==> src/rtl/player_position_if.sv <==
// Signal bundle between the jump-motion controller / key inputs and the player position block.
// The block itself uses the slave modport; the driving side uses master.
interface player_position_if;
    logic       frame_clk;
    logic [9:0] Ball_Y_Motion;
    logic       Jmp;
    logic       key_left;
    logic       key_right;
    logic [9:0] Ball_X_Pos;
    logic [9:0] Ball_Y_Pos;
    logic       airborne;
    logic       landed;
    logic       frame_tick;

    modport master (
        output frame_clk, Ball_Y_Motion, Jmp, key_left, key_right,
        input  Ball_X_Pos, Ball_Y_Pos, airborne, landed, frame_tick
    );

    modport slave (
        input  frame_clk, Ball_Y_Motion, Jmp, key_left, key_right,
        output Ball_X_Pos, Ball_Y_Pos, airborne, landed, frame_tick
    );
endinterface

==> src/rtl/player_position.sv <==
// Per-frame X/Y integrator for the player sprite with GROUND/RISING/FALLING tracking and a landing pulse.
// Define PLAYER_FALL_EN to make a dropped Jmp fall at FALL_STEP per frame instead of snapping to ground.
module player_position #(
    parameter int X_START   = 320,
    parameter int Y_GROUND  = 400,
    parameter int X_MIN     = 0,
    parameter int X_MAX     = 639,
    parameter int Y_MIN     = 0,
    parameter int X_STEP    = 2,
    parameter int FALL_STEP = 4
) (
    input  logic             clk,
    input  logic             Reset,
    player_position_if.slave pif
);
    // state   | meaning
    // GROUND  | resting at Y_GROUND
    // RISING  | moving up under jump control
    // FALLING | moving down toward Y_GROUND
    typedef enum logic [1:0] {GROUND, RISING, FALLING} state_t;

`ifdef PLAYER_FALL_EN
    localparam bit FALL_EN = 1'b1;
`else
    localparam bit FALL_EN = 1'b0;
`endif
    // Without the fall feature a dropped Jmp takes one step spanning the whole screen: a snap to ground.
    localparam int DROP_STEP = FALL_EN ? FALL_STEP : Y_GROUND;

    localparam logic signed [10:0] X_STEP_S   = 11'(X_STEP);
    localparam logic signed [10:0] X_MIN_S    = 11'(X_MIN);
    localparam logic signed [10:0] X_MAX_S    = 11'(X_MAX);
    localparam logic signed [10:0] Y_MIN_S    = 11'(Y_MIN);
    localparam logic signed [10:0] Y_GROUND_S = 11'(Y_GROUND);
    localparam logic signed [10:0] DROP_S     = 11'(DROP_STEP);
    localparam logic [9:0]         X_START_U  = 10'(X_START);
    localparam logic [9:0]         X_MIN_U    = 10'(X_MIN);
    localparam logic [9:0]         X_MAX_U    = 10'(X_MAX);
    localparam logic [9:0]         Y_MIN_U    = 10'(Y_MIN);
    localparam logic [9:0]         Y_GROUND_U = 10'(Y_GROUND);

    state_t            state;
    logic              sync1, sync2, hist;
    logic              tick_r, landed_r, airborne_r;
    logic [9:0]        x_pos, y_pos;
    logic signed [10:0] x_ext, x_left, x_right, y_ext, y_step, y_drop;
    logic [9:0]        x_next, y_clamped, y_dropped;
    logic              motion_neg, motion_zero;

    assign motion_neg  = pif.Ball_Y_Motion[9];
    assign motion_zero = (pif.Ball_Y_Motion == 10'd0);

    always_comb begin
        x_ext   = signed'({1'b0, x_pos});
        x_left  = x_ext - X_STEP_S;
        x_right = x_ext + X_STEP_S;
        x_next  = x_pos;
        if (pif.key_left && !pif.key_right)
            x_next = (x_left < X_MIN_S) ? X_MIN_U : x_left[9:0];
        else if (pif.key_right && !pif.key_left)
            x_next = (x_right > X_MAX_S) ? X_MAX_U : x_right[9:0];

        y_ext  = signed'({1'b0, y_pos});
        y_step = y_ext + signed'({pif.Ball_Y_Motion[9], pif.Ball_Y_Motion});
        if (y_step < Y_MIN_S)
            y_clamped = Y_MIN_U;
        else if (y_step > Y_GROUND_S)
            y_clamped = Y_GROUND_U;
        else
            y_clamped = y_step[9:0];

        y_drop    = y_ext + DROP_S;
        y_dropped = (y_drop > Y_GROUND_S) ? Y_GROUND_U : y_drop[9:0];
    end

    always_ff @(posedge clk or posedge Reset) begin
        if (Reset) begin
            // History at 1 so a frame_clk already high at release is not taken as an edge.
            sync1      <= 1'b1;
            sync2      <= 1'b1;
            hist       <= 1'b1;
            tick_r     <= 1'b0;
            landed_r   <= 1'b0;
            airborne_r <= 1'b0;
            state      <= GROUND;
            x_pos      <= X_START_U;
            y_pos      <= Y_GROUND_U;
        end else begin
            sync1    <= pif.frame_clk;
            sync2    <= sync1;
            hist     <= sync2;
            tick_r   <= sync2 & ~hist;
            landed_r <= 1'b0;
            if (tick_r) begin
                x_pos <= x_next;
                if (pif.Jmp) begin
                    case (state)
                        GROUND: begin
                            if (motion_neg) begin
                                state      <= RISING;
                                airborne_r <= 1'b1;
                                y_pos      <= y_clamped;
                            end else begin
                                y_pos <= Y_GROUND_U;
                            end
                        end
                        RISING: begin
                            if (motion_neg) begin
                                y_pos <= y_clamped;
                            end else if (!motion_zero) begin
                                state <= FALLING;
                                y_pos <= y_clamped;
                            end
                        end
                        FALLING: begin
                            y_pos <= y_clamped;
                            if (motion_neg) begin
                                state <= RISING;
                            end else if (y_clamped == Y_GROUND_U) begin
                                state      <= GROUND;
                                airborne_r <= 1'b0;
                                landed_r   <= 1'b1;
                            end
                        end
                        default: begin
                            state      <= GROUND;
                            airborne_r <= 1'b0;
                            y_pos      <= Y_GROUND_U;
                        end
                    endcase
                end else if (state != GROUND) begin
                    y_pos <= y_dropped;
                    if (y_dropped == Y_GROUND_U) begin
                        state      <= GROUND;
                        airborne_r <= 1'b0;
                        landed_r   <= 1'b1;
                    end else begin
                        state <= FALLING;
                    end
                end
            end
        end
    end

    assign pif.Ball_X_Pos = x_pos;
    assign pif.Ball_Y_Pos = y_pos;
    assign pif.airborne   = airborne_r;
    assign pif.landed     = landed_r;
    assign pif.frame_tick = tick_r;
endmodule

==> src/flat_wrapper.sv <==
// flat-port wrapper written by rule: the top's interface ports become plain ports
module player_position_flat 
#(
    parameter int X_START   = 320,
    parameter int Y_GROUND  = 400,
    parameter int X_MIN     = 0,
    parameter int X_MAX     = 639,
    parameter int Y_MIN     = 0,
    parameter int X_STEP    = 2,
    parameter int FALL_STEP = 4
)
  (clk, Reset, pif_frame_clk, pif_Ball_Y_Motion, pif_Jmp, pif_key_left, pif_key_right, pif_Ball_X_Pos, pif_Ball_Y_Pos, pif_airborne, pif_landed, pif_frame_tick);
  player_position_if pif_i ();
  input  logic clk;
  input  logic Reset;
  input wire logic [$bits(pif_i.frame_clk)-1:0] pif_frame_clk;
  input wire logic [$bits(pif_i.Ball_Y_Motion)-1:0] pif_Ball_Y_Motion;
  input wire logic [$bits(pif_i.Jmp)-1:0] pif_Jmp;
  input wire logic [$bits(pif_i.key_left)-1:0] pif_key_left;
  input wire logic [$bits(pif_i.key_right)-1:0] pif_key_right;
  output wire logic [$bits(pif_i.Ball_X_Pos)-1:0] pif_Ball_X_Pos;
  output wire logic [$bits(pif_i.Ball_Y_Pos)-1:0] pif_Ball_Y_Pos;
  output wire logic [$bits(pif_i.airborne)-1:0] pif_airborne;
  output wire logic [$bits(pif_i.landed)-1:0] pif_landed;
  output wire logic [$bits(pif_i.frame_tick)-1:0] pif_frame_tick;
  assign pif_i.frame_clk = pif_frame_clk;
  assign pif_i.Ball_Y_Motion = pif_Ball_Y_Motion;
  assign pif_i.Jmp = pif_Jmp;
  assign pif_i.key_left = pif_key_left;
  assign pif_i.key_right = pif_key_right;
  assign pif_Ball_X_Pos = pif_i.Ball_X_Pos;
  assign pif_Ball_Y_Pos = pif_i.Ball_Y_Pos;
  assign pif_airborne = pif_i.airborne;
  assign pif_landed = pif_i.landed;
  assign pif_frame_tick = pif_i.frame_tick;
  player_position #(.X_START(X_START), .Y_GROUND(Y_GROUND), .X_MIN(X_MIN), .X_MAX(X_MAX), .Y_MIN(Y_MIN), .X_STEP(X_STEP), .FALL_STEP(FALL_STEP)) u_core (.clk(clk), .Reset(Reset), .pif(pif_i));
endmodule
==> config.mk <==
export PLATFORM = sky130hd
export DESIGN_NAME = player_position_flat
export DESIGN_NICKNAME = d
export VERILOG_FILES = /design/src/rtl/player_position_if.sv /design/src/rtl/player_position.sv /design/src/flat_wrapper.sv
export SDC_FILE = /design/constraint.sdc
export NUM_CORES = 1
export LEC_CHECK = 0
export CAP_MARGIN = 30
export CORE_ASPECT_RATIO = 1.75
export CORE_MARGIN = 10
export CORE_UTILIZATION = 40
export DETAILED_ROUTE_END_ITERATION = 12
export SETUP_SLACK_MARGIN = 0.4
export SLEW_MARGIN = 10
export SYNTH_ARGS = -nofsm -noshare
export SYNTH_HDL_FRONTEND = slang
export SYNTH_SLANG_ARGS = --single-unit
==> constraint.sdc <==
create_clock -name clk -period 5.73 [get_ports clk]
set_clock_uncertainty 0.05 [all_clocks]
set_input_delay 0.8595 -clock clk [delete_from_list [all_inputs] [get_ports clk]]
set_output_delay 0.8595 -clock clk [all_outputs]
set_load 0.01 [all_outputs]
-- Word level (Yosys, flattened, before mapping)
Cells that the tools add are included.
- $add $sub $neg: 4
- multiplexer cells: 36
- bitwise operators: 2
- reductions and logical operators: 14
- eq/ne operators: 12
- $lt $le $gt $ge: 5
- operators by type and width (kind ; number):
    $mux W10 ; 12
    $pmux W10 S3 ; 1
    $gt A11 B10 Y1 const B ; 2
    $lt A11 B1 Y1 const B ; 2
    $eq A10 B9 Y1 const B ; 2
    $mux W2 ; 8
    $mux W1 ; 13
    $ne A3 B3 Y1 const B ; 4
    $add A10 B2 Y11 const B ; 1
    $add A10 B9 Y11 const B ; 1
    $add A11 B10 Y11 ; 1
    $gt A11 B11 Y1 const B ; 1
    $sub A10 B2 Y11 const B ; 1
    $logic_not A10 Y1 ; 1
    $reduce_bool A2 Y1 ; 4
    $reduce_and A7 Y1 ; 1
    $pmux W2 S3 ; 1
    $reduce_and A6 Y1 ; 1
    $ne A4 B3 Y1 const B ; 1
    $ne A4 B4 Y1 const B ; 1
    $ne A3 B2 Y1 const B ; 1
    $pmux W1 S3 ; 1
    $reduce_and A3 Y1 ; 1
    $eq A2 B1 Y1 const B ; 1
    other kinds (8) ; 10
- word-level logic and storage cells: 82
- output and inout port bits: 23
- input bits: 16
- bits in registers: 28

-- Depth between registers and ports, before layout
Gate-level depths: netlist of run 1.
- depth after elaboration: 10
- gate-level depth with buffers: 10
- depth with buffers taken out: 10

-- Worst setup path after synthesis of run 1
Ideal clock, no wire load.
- path type: in2reg
- from: in pif_Ball_Y_Motion[4]
- to: reg u_core.state[1]
- required time: 5.555 ns
- cell stages on the path: 9
- setup slack: 2.489 ns
- setup time: 0.125 ns
- arrival time: 3.066 ns
- buffers on the path: 1
- path through: ha_1 buf_6 a21o_4 or4_1 o22ai_2 xor2_1 o32ai_1 o221a_2 mux2_4
- word-level cells in the longest chain between the ends: 7
- elaborated cells on any way between the ends: 10
- classes of those cells: add/sub (1); order compare (2); eq/ne (3); mux (2); reduce/logical (2)
- RTL lines (item ; line ; RTL):
    start, declared ; flat_wrapper.sv:17 ; input wire logic [$bits(pif_i.Ball_Y_Motion)-1:0] pif_Ball_Y_Motion;
    $add A11 B10 Y11 ; player_position.sv:64 ; y_step = y_ext + signed'({pif.Ball_Y_Motion[9], pif.Ball_Y_Motion});
    $gt A11 B10 Y1 ; player_position.sv:67 ; else if (y_step > Y_GROUND_S)
    $mux W10 ; player_position.sv:67 ;
    $mux W10 ; player_position.sv:65 ; if (y_step < Y_MIN_S)
    $eq A10 B9 Y1 ; player_position.sv:119 ; end else if (y_clamped == Y_GROUND_U) begin
    $ne A4 B3 Y1 (no line) ; - ;
    $reduce_and A6 Y1 (no line) * ; - ;
    end signal, assigned ; player_position.sv:118 ; state <= RISING;
    end signal, assigned ; player_position.sv:120 ; state <= GROUND;
    end signal, assigned ; player_position.sv:126 ; state <= GROUND;
    end, declared ; player_position.sv:42 ; state_t state;
Mark *: on every way between the ends. The rest lies on a longest branch, timed or not.
A chain may end at the register's enable or synchronous reset.

-- Final worst setup path of run 1
Ends and elaborated chain as after synthesis.

==> results of run 1 <==
## flip-flops by register name, indices dropped and copies added (netlist names)
name,flops
u_core.hist,1
u_core.pif.airborne,1
u_core.sync2,1
u_core.pif.Ball_X_Pos,10
u_core.pif.Ball_Y_Pos,10
u_core.pif.frame_tick,1
u_core.pif.landed,1
u_core.state,2
u_core.sync1,1
## per-layer routing
layer	vias to the layer above	share of wire, %
li1	1290	-
met1	1295	36
met2	76	55
met3	19	4.3
met4	0	4.3
met5	-	0
## area by class of cell
class	count	area (µm²)	share of cell area, %
multi-input combinational	261	1870	57.7
sequential	28	711	21.9
timing repair buffer	41	403	12.4
tap	82	103	3.16
inverter	22	82.6	2.54
clock buffer	3	75.1	2.31
## critical path, delay by kind of cell
kind | cells | cell delay (ps)
mux | 1 | 300
compound gates | 6 | 1820
fa+ha+maj | 1 | 410
buf+inv | 1 | 420
## stage by stage
stage | util, % | setup WS, ps | hold WS (ps)
global placement | 48.1 | 1840 | 299
finish | 49.3 | 2000 | 307
CTS | 49.2 | 2040 | 310
detailed placement | 48.1 | 1790 | 300
global route | 49.3 | 1780 | 314
floorplan | - | 2490 | 295
## path summary, 6_finish.rpt
kind                                                      startpoint                                    to  slack [ps]  cells past startpoint
worst max-delay path                            pif_Ball_Y_Motion[4]           u_core.state[1]$_DFFE_PP0P_        2000                      9
worst min-delay path                          u_core.sync1$_DFF_PP1_                u_core.sync2$_DFF_PP1_         310                      0
worst max register to register  u_core.pif.Ball_Y_Pos[4]$_DFFE_PP1P_           u_core.state[1]$_DFFE_PP0P_        2390                      8
worst min register to register                u_core.sync1$_DFF_PP1_                u_core.sync2$_DFF_PP1_         310                      0
max in group asynchronous                                      Reset                u_core.sync1$_DFF_PP1_        4400                      3
min in group asynchronous                                      Reset  u_core.pif.Ball_X_Pos[0]$_DFFE_PP0P_         930                      3
## cells in the mapped netlist (5+ instances only)
cell / instances / area (µm²)
o221ai_1: 5 / 43.8
dfstp_2: 8 / 210
inv_1: 22 / 82.6
nor4_1: 5 / 31.3
nand2_1: 20 / 75.1
dfrtp_1: 20 / 500
ha_1: 20 / 250
nor3_1: 10 / 50.1
nor2_1: 23 / 86.3
nor2b_1: 13 / 81.3
clkbuf_1: 14 / 52.6
nand3_1: 6 / 30.0
or3_1: 6 / 37.5
a21oi_1: 16 / 80.1
o21ai_0: 26 / 130
o22ai_2: 5 / 62.6
a31oi_1: 9 / 56.3
## kinds of logic after synthesis
| kind of cell | Yosys count | share of synthesized area [%] |
|---|---|---|
| AOI/OAI and AO/OA | 114 | 30.8 |
| xor gates and xnor gates | 8 | 2.56 |
| adders and majority gates | 21 | 9.87 |
| buffers and inverters | 39 | 5.62 |
| DFF | 28 | 25.9 |
| muxes | 5 | 2.01 |
| and+or+nand+nor | 113 | 23.2 |
## power groups by stage
stage                     Clock (W)  Sequential (W)  Combinational [W]
final                      0.000155        0.000366           0.000667
after global routing       0.000167        0.000380           0.000735
after CTS                  0.000159        0.000364           0.000666
after detailed placement          0        0.000367           0.000663
after global placement            0        0.000367           0.000658
after floorplan                   0        0.000335           0.000473
## layout by cell type, fill, tap and decap left out, types with 5 or more instances in the layout
cell type,synthesis,routed
nor4_1,5,5
a31oi_1,9,9
nand3_1,6,6
o21ai_0,26,26
nor2_1,23,23
or3_1,6,6
nor2b_1,13,13
nor3_1,10,10
dfrtp_1,20,20
a21oi_1,16,16
o221ai_1,5,5
inv_1,22,22
o22ai_2,5,5
clkdlybuf4s50_1,0,38
nand2_1,20,20
ha_1,20,20
dfstp_2,8,8
==> flow_summary.ini, run 1 <==
[clock_network]
cts.clk_slew.worst_paths_ps = 60
cts-resized-gates = 0
numCtsBuffers = 3
cts_tree = yes
cts_hold_buf = 0
cts_num_sinks = 28
cts_setup_buffers = 0
insertion_delay_ps = 260
htreeDepth = 1
root_buffer = clkbuf_16
cts.path.max_buffers = 2

[global_route]
gr-usage-all-layers_pct = 14.7
grt_pass1_vias = 2631
gr-usage-met2_pct = 28.2
grt_pass1_wl_mm = 12.7
grtUsageMet1_pct = 14.4
busiest_layer = met2
met3_usage_pct = 1.73
grt_start_max_net_pins = 29
grt_overflow_total = 0
grt_antenna_before_repair = 0

[critical_path]
critPathLaunchType = input pin
crit_chain = clkdlybuf4s50_1 > ha_1 > a21o_4 > a31o_4 > o21ai_0 > a211oi_1 > o32ai_1 > o221a_2 > mux2_4
critPathMaxStageDelay_ps = 440
critPathArrivalTime_ps = 3820
setup.worst_path.class = in2reg
path_max_fanout = 7
worstPathRequired_ps = 5820
crit_slowest_cell = o32ai_1
end_kind = flop

[die]
die_height_um = 129
ioPinCount = 39
start_util_pct = 41.6
die_area_um2 = 10700
core_um2 = 6590
row_count = 39
die_w_um = 82.6

[final_layout]
drive_gt1_share_pct = 10.1
fin_area_um2 = 3250
fillerInstances = 659
syn2layout_area_growth_pct = 18.6
antenna_cells = 0
nNetsFinal = 394
post_layout_nonfiller_instances = 437

[run_status]
status = finished clean

[routing]
post_drt_wl_per_cell_um = 18.0
avgViaCountPerCell = 6.13
vias = 2680
drtIter0Drc = 150
firstDrtPassIters = 4
ant_nets = 0
drc = 0
drt_wl_total_mm = 7.87

[synthesis]
synth_area_um2 = 2740
async_reset_ff_share_pct = 100
syn_avg_cell_area_um2 = 8.35
ys_types = 71
syn-num-nets = 365
ys_ff_latch = 28
synth_edf_count = 0
synthFlopType = dfrtp_1
ys.warnings.count = 0
yosysSeqAreaShare_pct = 25.9
postSynthCellCount = 328

[timing]
hold_viol = 0
tns_ps = 0
setup_viol = 0
maxSlewViolCount = 0
relSlewSlack_pct = 39.8
max_freq_ghz = 0.268
fin_crit_ps = 3730
grt_setup_unrepaired = false
period_share_pct = 65.1
worstMarginPinSlew_ps = 903

[place]
placed_area_um2 = 3170
dpl.cell_count = 433
io_buffers = 38
gp_congestion = 0.904
dpl.hpwl_mm = 6.30

[power]
power.leakage_nw = 1.29
power_switching_share_pct = 44.8
seqPwrFrac_pct = 30.8
combPwrFrac_pct = 56.1
fin_total_pwr_w = 0.00119
intPower_w = 0.000656
p_sw_w = 0.000532
cellPowerDensity_nw_per_um2 = 366
peakVddDrop_v = 0.000186
clockPowerShare_pct = 13.0

[worst_hold_path]
worstHoldPathType = reg2reg

[run]
drv_cap = 0
Note: power is estimated with default switching activity, not from simulation.
==> run 2: changes to the inputs <==
==> constraint.sdc (replaced) <==
create_clock -name clk -period 3.35 [get_ports clk]
set_clock_uncertainty 0.05 [all_clocks]
set_input_delay 0.5025 -clock clk [delete_from_list [all_inputs] [get_ports clk]]
set_output_delay 0.5025 -clock clk [all_outputs]
set_load 0.01 [all_outputs]
==> flow_summary.ini, run 2 (same netlist as run 1, synthesis figures left out) <==
[run_status]
status = finished clean

[timing]
grt_setup_unrepaired = true
period_share_pct = 86.6
max_freq_ghz = 0.345
setup_viol = 0
worstMarginPinSlew_ps = 860
maxSlewViolCount = 0
fin_crit_ps = 2900
hold_viol = 0
layout_setup_ws_ps = 449
relSlewSlack_pct = 42.1
tns_ps = 0

[die]
ioPinCount = 39
die_height_um = 129
die_area_um2 = 10700
row_count = 39
start_util_pct = 41.6
die_w_um = 82.6
core_um2 = 6590

[clock_network]
cts.clk_slew.worst_paths_ps = 70
root_buffer = clkbuf_16
cts_hold_buf = 0
htreeDepth = 1
insertion_delay_ps = 270
numCtsBuffers = 3
cts.path.max_buffers = 2
cts_num_sinks = 28
cts_tree = yes

[routing]
firstDrtPassIters = 4
vias = 2795
avgViaCountPerCell = 6.08
drtIter0Drc = 114
drt_wl_total_mm = 8.35
ant_nets = 0
drc = 0
post_drt_wl_per_cell_um = 18.1

[final_layout]
final_cell_mix = clkdlybuf4s50_1 (34), o21ai_0 (25), buf_4 (24)
syn2layout_area_growth_pct = 30.6
nNetsFinal = 416
fillerInstances = 630
drive_gt1_share_pct = 19.8
antenna_cells = 0
final_common_cell = clkdlybuf4s50_1

[critical_path]
path_max_fanout = 5
r2r_cells = 8
rr_startpoint = u_core.pif.Ball_Y_Pos[4]$_DFFE_PP1P_
reg2reg_slack_ps = 450
critPathMaxStageDelay_ps = 640
setup.worst_path.class = reg2reg
critPathArrivalTime_ps = 3040
critPathCapture = u_core.pif.Ball_Y_Pos[3]$_DFFE_PP0P_
reg2reg_to = u_core.pif.Ball_Y_Pos[3]$_DFFE_PP0P_
end_kind = flop
critPathLaunchType = flop
worstSetupStartpoint = u_core.pif.Ball_Y_Pos[4]$_DFFE_PP1P_
crit_top_cell = or3_4
crit_chain = ha_4 > a21o_4 > a31o_4 > or3_4 > a221oi_2 > o32ai_2 > or3_4 > o22ai_2
worstPathRequired_ps = 3490
crit_slowest_cell = dfstp_2

[power]
peakVddDrop_v = 0.000317
intPower_w = 0.00131
cellPowerDensity_nw_per_um2 = 645
power.leakage_nw = 1.46
seqPwrFrac_pct = 26.9
clockPowerShare_pct = 12.8
p_sw_w = 0.000999
combPwrFrac_pct = 60.4
power_switching_share_pct = 43.3

[worst_hold_path]
min_delay_path_depth = 0
worstHoldPathType = reg2reg

[place]
dpl.hpwl_mm = 6.54
gp_congestion = 0.877
io_buffers = 38
dp_slack_ps = -33.2

[global_route]
grt_start_max_net_pins = 29
grt_pass1_vias = 2822
grt_pass1_wl_mm = 13.5
grt_overflow_total = 0
gr-usage-all-layers_pct = 15.8
grt_antenna_before_repair = 0

[run]
drv_cap = 0
-- run 2: cell count changes in the layout (fill, tap and decap cells not counted), sizes merged --
cell / change
buf: +23
clkdlybuf4s50: -4
dlygate4sd2: +2
dlymetal6s2s: +2
-- run 2: what timing repair did --
| item | in CTS | in global routing |
|---|---|---|
| resized for setup | 9 | 18 |
| pin swaps | 5 | 18 |
| endpoints found under the setup margin | 12 | 12 |
| buffers inserted | 1 | 4 |
-- run 2: layout make-up --
type / instances / area [µm²] / area share (%)
Timing Repair Buffer: 63 / 591 / 16.5
Multi-Input combinational cell: 261 / 2000 / 55.9
Tap cell: 82 / 103 / 2.87
Clock buffer: 4 / 88.8 / 2.48
Inverter: 22 / 82.6 / 2.31
Sequential cell: 28 / 711 / 19.9
-- run 2: per-layer routing --
metal  wire length, µm  track usage [%]
met1              2980             14.8
met2              4620             30.1
met3               341             2.15
met4               412             10.3
met5                 0                0
-- run 2: power groups by stage --
stage / Clock [W] / Combinational [W] / Sequential [W]
finish: 0.000295 / 0.00139 / 0.000620
global route: 0.000318 / 0.00152 / 0.000637
CTS: 0.000306 / 0.00131 / 0.000615
detailed placement: 0 / 0.00126 / 0.000617
floorplan: 0 / 0.000819 / 0.000573
global placement: 0 / 0.00124 / 0.000616
-- run 2: critical path, delay by kind of cell (launching register included) --
kind	cells	cell delay, ps
compound gates	5	1050
fa+ha+maj	1	230
flops	1	640
simple gates	2	860
-- run 2: how the worst min path moves through the flow --
stage	startpoint	endpoint	slack [ps]
after floorplan	u_core.sync1$_DFF_PP1_	u_core.sync2$_DFF_PP1_	300
after global placement	u_core.sync1$_DFF_PP1_	u_core.sync2$_DFF_PP1_	300
after detailed placement	u_core.sync1$_DFF_PP1_	u_core.sync2$_DFF_PP1_	300
after CTS	u_core.sync1$_DFF_PP1_	u_core.sync2$_DFF_PP1_	310
after global routing	u_core.sync1$_DFF_PP1_	u_core.sync2$_DFF_PP1_	310
final	u_core.sync1$_DFF_PP1_	u_core.sync2$_DFF_PP1_	310
-- run 2: per-stage QoR --
stage               util [%]  hold slack [ps]  area [µm²]  cells  total power (W)
floorplan                  -              295        2750    328          0.00139
global placement        50.1              299        3300    450          0.00186
detailed placement      50.5              299        3330    451          0.00188
CTS                     52.6              309        3460    456          0.00223
global route            54.3              310        3580    460          0.00248
finish                  54.3              307        3580    460          0.00231
